### config.mk
export PLATFORM = sky130hd
export DESIGN_NAME = lut_eval
export DESIGN_NICKNAME = d
export VERILOG_FILES = /design/src/rtl/lut_eval.sv
export SDC_FILE = /design/constraint.sdc
export NUM_CORES = 1
export LEC_CHECK = 0
export CORE_MARGIN = 2
export CORE_UTILIZATION = 60
export DETAILED_ROUTE_END_ITERATION = 7
export PLACE_DENSITY_LB_ADDON = 0.3
export SLEW_MARGIN = 5
export SYNTH_ARGS = -nofsm -noshare
export SYNTH_HDL_FRONTEND = slang
export SYNTH_SLANG_ARGS = --single-unit
### constraint.sdc
create_clock -name clk -period 2.7 [get_ports clk]
set_input_delay 0.405 -clock clk [delete_from_list [all_inputs] [get_ports clk]]
set_output_delay 0.405 -clock clk [all_outputs]
set_load 0.1 [all_outputs]
### src/rtl/lut_eval.sv
// lut_eval: run-time programmable N_IN-input / N_OUT-output truth table.
// The table is streamed in row by row, then either evaluated one vector
// per cycle or replayed exhaustively (sweep) for comparison against
// hand-reduced expressions.
module lut_eval #(
  parameter int N_IN  = 5,
  parameter int N_OUT = 4
) (
  input  logic             clk,
  input  logic             rst_n,
  input  logic             cfg_valid,
  output logic             cfg_ready,
  input  logic [N_OUT-1:0] cfg_data,
  input  logic             cfg_restart,
  output logic             loaded,
  input  logic             in_valid,
  input  logic [N_IN-1:0]  in_vec,
  output logic             out_valid,
  output logic [N_OUT-1:0] out_vec,
  input  logic             sweep_start,
  output logic             sweep_busy,
  output logic [N_IN-1:0]  sweep_idx,
  output logic             sweep_done
);

  localparam int              DEPTH = 1 << N_IN;
  localparam logic [N_IN-1:0] LAST  = '1;

  typedef enum logic [1:0] {
    S_LOAD  = 2'd0,
    S_RUN   = 2'd1,
    S_SWEEP = 2'd2
  } state_t;

  state_t r_state;
  state_t w_state_nxt;

  // Table contents carry no reset: a restart or reset always forces a full reload.
  logic [N_OUT-1:0] r_table [DEPTH];
  logic [N_IN-1:0]  r_ptr;
  logic [N_IN-1:0]  r_cnt;

  logic w_cfg_fire;
  logic w_eval;
  logic w_sweep_go;
  logic w_sweep_row;
  logic w_sweep_last;

  // cfg_restart dominates every other qualifier; sweep_start beats in_valid in RUN.
  assign w_cfg_fire   = cfg_valid & cfg_ready & ~cfg_restart;
  assign w_eval       = (r_state == S_RUN) & in_valid & ~sweep_start & ~cfg_restart;
  assign w_sweep_go   = (r_state == S_RUN) & sweep_start & ~cfg_restart;
  assign w_sweep_row  = (r_state == S_SWEEP) & ~cfg_restart;
  assign w_sweep_last = w_sweep_row & (r_cnt == LAST);

  // State register
  always_ff @(posedge clk or negedge rst_n) begin
    if (!rst_n) begin
      r_state <= S_LOAD;
    end else begin
      r_state <= w_state_nxt;
    end
  end

  // Next-state decode
  always_comb begin
    w_state_nxt = r_state;
    if (cfg_restart) begin
      w_state_nxt = S_LOAD;
    end else begin
      case (r_state)
        S_LOAD: begin
          if (w_cfg_fire && (r_ptr == LAST)) begin
            w_state_nxt = S_RUN;
          end
        end
        S_RUN: begin
          if (sweep_start) begin
            w_state_nxt = S_SWEEP;
          end
        end
        S_SWEEP: begin
          if (r_cnt == LAST) begin
            w_state_nxt = S_RUN;
          end
        end
        default: w_state_nxt = S_LOAD;
      endcase
    end
  end

  // State-decoded status outputs
  always_comb begin
    cfg_ready  = (r_state == S_LOAD);
    loaded     = (r_state == S_RUN) || (r_state == S_SWEEP);
    sweep_busy = (r_state == S_SWEEP);
  end

  // Load pointer: advances on each accepted beat, wraps to 0 after the last row
  always_ff @(posedge clk or negedge rst_n) begin
    if (!rst_n) begin
      r_ptr <= '0;
    end else if (cfg_restart) begin
      r_ptr <= '0;
    end else if (w_cfg_fire) begin
      r_ptr <= r_ptr + 1'b1;
    end
  end

  // Sweep row counter: cleared on sweep entry, advances every sweep cycle
  always_ff @(posedge clk or negedge rst_n) begin
    if (!rst_n) begin
      r_cnt <= '0;
    end else if (cfg_restart || w_sweep_go) begin
      r_cnt <= '0;
    end else if (w_sweep_row) begin
      r_cnt <= r_cnt + 1'b1;
    end
  end

  // Table write port
  always_ff @(posedge clk) begin
    if (w_cfg_fire) begin
      r_table[r_ptr] <= cfg_data;
    end
  end

  // Result valid: one cycle after an eval, and on every sweep row
  always_ff @(posedge clk or negedge rst_n) begin
    if (!rst_n) begin
      out_valid <= 1'b0;
    end else begin
      out_valid <= w_eval | w_sweep_row;
    end
  end

  // Result data: holds its last value when nothing is produced
  always_ff @(posedge clk or negedge rst_n) begin
    if (!rst_n) begin
      out_vec <= '0;
    end else if (w_eval) begin
      out_vec <= r_table[in_vec];
    end else if (w_sweep_row) begin
      out_vec <= r_table[r_cnt];
    end
  end

  // Sweep row index, aligned with out_vec
  always_ff @(posedge clk or negedge rst_n) begin
    if (!rst_n) begin
      sweep_idx <= '0;
    end else if (w_sweep_row) begin
      sweep_idx <= r_cnt;
    end
  end

  // Last-row marker, a single-cycle pulse
  always_ff @(posedge clk or negedge rst_n) begin
    if (!rst_n) begin
      sweep_done <= 1'b0;
    end else begin
      sweep_done <= w_sweep_last;
    end
  end

endmodule

[Word-level counts from Yosys, hierarchy flattened]
Memories as Yosys holds them, arrays and structs flattened.
Cells that the tools add are included.
Word-level totals
  memories kept: 1
  input bits: 15
  RAM bits: 128
  logic and storage cells: 50
  register bits after elaboration: 23
  output and inout bits: 14
Memories
  r_table: words 32, bits a word 4, read ports 2, clocked after memory_dff 0, wr ports 1, RTL line 39  | logic [N_OUT-1:0] r_table [DEPTH];
Operators by class
  $add $sub $neg: 2
  reduce and logical (&&, ||, !) cells: 8
  bitwise operators: 12
  muxes and demuxes: 13
  eq/ne operators: 7
Operators by type and width (number)
  two-way mux 5 bit: 4
  adder 5 x 1 -> 5 bit, second input constant: 2
  == test 5 bit, second input constant: 2
  AND 1 bit: 9
  two-way mux 2 bit: 4
  two-way mux 4 bit: 2
  case mux 2 bit (3 select lines): 1
  nonzero test 2 bit: 3
  != test 3 x 1 -> 1 bit, second input constant: 1
  != test 3 x 2 -> 1 bit, second input constant: 1
  != test 3 bit, second input constant: 1
  AND reduction 3 bit: 1
  == test 2 x 1 -> 1 bit, second input constant: 1
  == test 2 bit, second input constant: 1
  logical NOT 2 bit: 1
  logical OR 1 bit: 2
  two-way mux 1 bit: 2
  inverter 1 bit: 2
  logical AND 1 bit: 1
  OR 1 bit: 1

[Logic depth before layout (Yosys ltp)]
Gate-level depths: netlist of the first run.
  depth after elaboration: 7
  depth in mapped cells: 9
  mapped depth without buffers: 8

[Least setup slack after synthesis of the first run]
No wires, ideal clock.
  path kind: register to register
  start: register r_state[0]
  end: memory r_table[28][0] (enable)
  buffers on the path: 0
  setup time: 329 ps
  arrival: 2332 ps
  cell stages (with the launch flop): 7
  data required time: 2371 ps
  clock period less this slack: 2661 ps
  path slack: 39 ps
  path through: dfrtp_1 -> inv_1 -> ha_1 -> nand2_1 -> nor2_1 -> nand2_1 -> nor2_1
Between the ends
  cells in the longest elaborated chain, start to end: 5
Ends and longest elaborated chain
  start, declared: RTL line 35  | state_t r_state;
  start signal, assigned: RTL line 61  | r_state <= w_state_nxt;
  logical NOT 2 bit: RTL line 94  | cfg_ready = (r_state == S_LOAD);
  via cfg_ready: RTL line 12  | output logic cfg_ready,
  AND 1 bit (2 in series): RTL line 50  | assign w_cfg_fire = cfg_valid & cfg_ready & ~cfg_restart;
  two-way mux 1 bit: RTL line 123  | if (w_cfg_fire) begin
  two-way mux 1 bit (not written as such): RTL line 124  | r_table[r_ptr] <= cfg_data;
  end, declared: RTL line 39
The timed path passes the listed nets, and every way through them passes these cells.

[Final worst setup path of the first run]
  start: register r_state[0]
  end: memory r_table[24][1] (enable)
Between the ends
  cells in the longest elaborated chain, start to end: 5
Ends and longest elaborated chain (RTL line)
  logical NOT 2 bit: 94
  AND 1 bit (2 in series): 50
  two-way mux 1 bit: 123
  two-way mux 1 bit (not written as such): 124
No other way between the ends.

==> results.toml, run 1 <==
[die]
core-area_um2 = 12010
dieArea_um2 = 13220
fp.dieW_um = 115.0
io_pins = 29
start_util = 0.6152
die_h_um = 115.0
row_count = 40

[global_routing]
grt_max_degree = 33
grt_use_met3 = 0.07327
grtUsageMet1 = 0.4152
grt_usage = 0.2939
top_usage_layer = "met2"
first_global_vias = 4584
grt_overflow = 0
grt_antenna_before_repair = 0
met2_usage = 0.4498
grt_pass1_wl_um = 27260

[synthesis]
ys_warn_count = 0
syn_area_um2 = 7390
synth_cells = 479
synth.distinct_cells = 48
ys_ff_latch = 151
syn_nets = 505
synth_edf_count = 128
synth_area_per_cell_um2 = 15.43
ys_seq_area_frac = 0.5980
synthFlopType = "edfxtp_1"
async_flop_share = 0.1523

[power_and_ir_drop]
peakVddDrop_v = 0.0006772
pwr_density_cell_nw_per_um2 = 771.1
leakage_nw = 2.937
power.total_mw = 6.538

[sta]
hold_ws_ns = 0.3350
rsz0062_at_grt = "false"
worstMarginPinSlew_ns = 0.6322
fmax_mhz = 411.9
fin_crit_ns = 2.428
final_hold_viol_count = 0
finalCritPeriodShare = 0.8991
fin_skew_ns = 0.004213
finalSetupTns_ns = 0
slew_violations = 0
finalSetupViolations = 0
max-slew-margin-rel = 0.5772

[clock_tree]
cts_setup_buffers = 0
numCtsBuffers = 17
clk_root_buffer_cell = "clkbuf_16"
clk_pin_slew_worst_paths_ns = 0.06
cts_resized = 0
worst_skew_pair.late_latency_ns = 0.42
clkSinkCount = 151
cts_hold_buf = 0
cts_max_level = 4
cts_tree = "done"
clock_path_buffers = 2

[outcome]
outcome = "complete, no violations"

[critical_path]
end_kind = "register"
timing.rr.start = "r_state[0]$_DFFE_PN0P_"
cp-endpoint = "r_table[24][1]$_DFFE_PP_"
critPathLaunch = "r_state[0]$_DFFE_PN0P_"
rr_endpoint = "r_table[24][1]$_DFFE_PP_"
critPathKind = "register to register"
crit_arrival_ns = 2.51
cp-start-kind = "register"
cp_data_required_time_ns = 2.78
worstPathMaxFanout = 8
reg2regPathDepth = 6
r2r_setup_slack_ns = 0.27

[finish]
final_common_cell = "edfxtp_1"
final_cell_mix = "edfxtp_1, nor2_1, mux4_2"
finish.utilization = 0.7058
area_growth_pct = 14.73
num_antenna_cells = 0
final_layout_size_suffix_gt1_frac = 0.2854
fin_nets = 549
fin_cells = 683

[routing]
routedWlPerCell_um = 26.59
postRouteAntennaNets = 0
postRouteWirelength_um = 18160
dr.pass1.iters = 5
vias = 4751
avgViaCountPerCell = 6.956
drc_errors = 0
drt-initial-drc-count = 505

[job]
max_cap_violations = 0

[place]
dp_cells = 651
globalplace.congestion = 1.040
dp_hpwl_um = 12430
io_buffers = 28

[hold_path]
holdCritPathClass = "primary input to async pin"
state kept, by name, summed over array words and instances (netlist names):
name	flops
sweep_idx	5
r_state	2
r_table	128
r_cnt	5
sweep_done	1
out_vec	4
r_ptr	5
out_valid	1
cell families (layout without fill, tap and decap cells):
logic type | after synthesis | count (layout) | share of synthesized area
mux | 96 | 96 | 0.2252
flops | 151 | 151 | 0.5980
simple gates | 124 | 124 | 0.07806
fa+ha+maj | 11 | 11 | 0.01862
compound gates | 52 | 52 | 0.04826
buf+inv | 40 | 97 | 0.02590
xor+xnor | 5 | 5 | 0.005927
cells in the mapped netlist (8+ instances only):
| cell type | count | area (um2) |
|---|---|---|
| clkbuf_1 | 14 | 52.55 |
| o21ai_0 | 8 | 40.04 |
| edfxtp_1 | 128 | 3844 |
| nand3_1 | 10 | 50.05 |
| mux2_2 | 23 | 259.0 |
| ha_1 | 11 | 137.6 |
| dfrtp_1 | 23 | 575.6 |
| nand2_1 | 31 | 116.4 |
| inv_1 | 9 | 33.78 |
| buf_2 | 9 | 45.04 |
| a21oi_1 | 9 | 45.04 |
| mux4_2 | 51 | 1149 |
| nor2_1 | 53 | 198.9 |
| mux2i_1 | 17 | 170.2 |
routing by layer:
metal | share of wire | wire (um) | vias to the layer above
met1 | 0.39 | 7093 | 2388
met2 | 0.47 | 8510 | 344
met4 | 0.030 | 546 | 0
met3 | 0.11 | 2013 | 42
met5 | 0 | 0 | -
li1 | - | - | 1977
final cells by class:
class / instances / area [um2]
repair buffers: 55 / 493.0
fillers: 749 / 3533
well taps: 147 / 183.9
clock inverters: 14 / 135.1
flip-flops and latches: 151 / 4420
clock buffers: 18 / 429.2
inverters: 10 / 37.54
multi-input cells: 288 / 2779
power breakdown:
part           internal [mW]  leakage (nW)  total [mW]  switching [mW]
Combinational          0.506          1.20        1.56            1.05
Clock                   1.35         0.277        2.25           0.908
Sequential              2.63          1.46        2.73          0.0967
how the worst min path moves through the flow:
stage	from	to	slack, ns
2_1_floorplan	rst_n	out_valid$_DFF_PN0_	0.11
3_3_place_gp	sweep_idx[0]$_DFFE_PN0P_	sweep_idx[0]$_DFFE_PN0P_	0.46
3_5_place_dp	sweep_idx[1]$_DFFE_PN0P_	sweep_idx[1]$_DFFE_PN0P_	0.47
4_1_cts	rst_n	r_ptr[2]$_DFFE_PN0P_	0.33
5_1_grt	rst_n	r_state[0]$_DFFE_PN0P_	0.37
6_report	rst_n	r_state[0]$_DFFE_PN0P_	0.34
critical path: stages, from the launching register on:
cell and delay (ns):
dfrtp_1 0.41, inv_1 0.10, ha_1 0.28, nand2_1 0.19, nor2_1 0.25, nand2_1 0.39
nor2_1 0.46
stage by stage:
stage                     setup WS (ns)  instance area, um2
after global routing             0.1238                8478
after global placement           0.2380                7914
after floorplan                 0.03895                7390
after detailed placement         0.1808                7914
after CTS                        0.3047                8478
final                            0.2725                8478
No activity file was read; power rests on OpenSTA's default activity.
==> inputs of run 2 (changes only) <==
Settings changed: CAP_MARGIN set to 0.
==> results of run 2 <==
Final layout, timing and power as in run 1 (identical DEF).
==> inputs of run 3 (changes only) <==
Settings changed: SLEW_MARGIN 5 to 25.
==> results of run 3 <==
Final layout, timing and power as in run 1 (identical DEF).
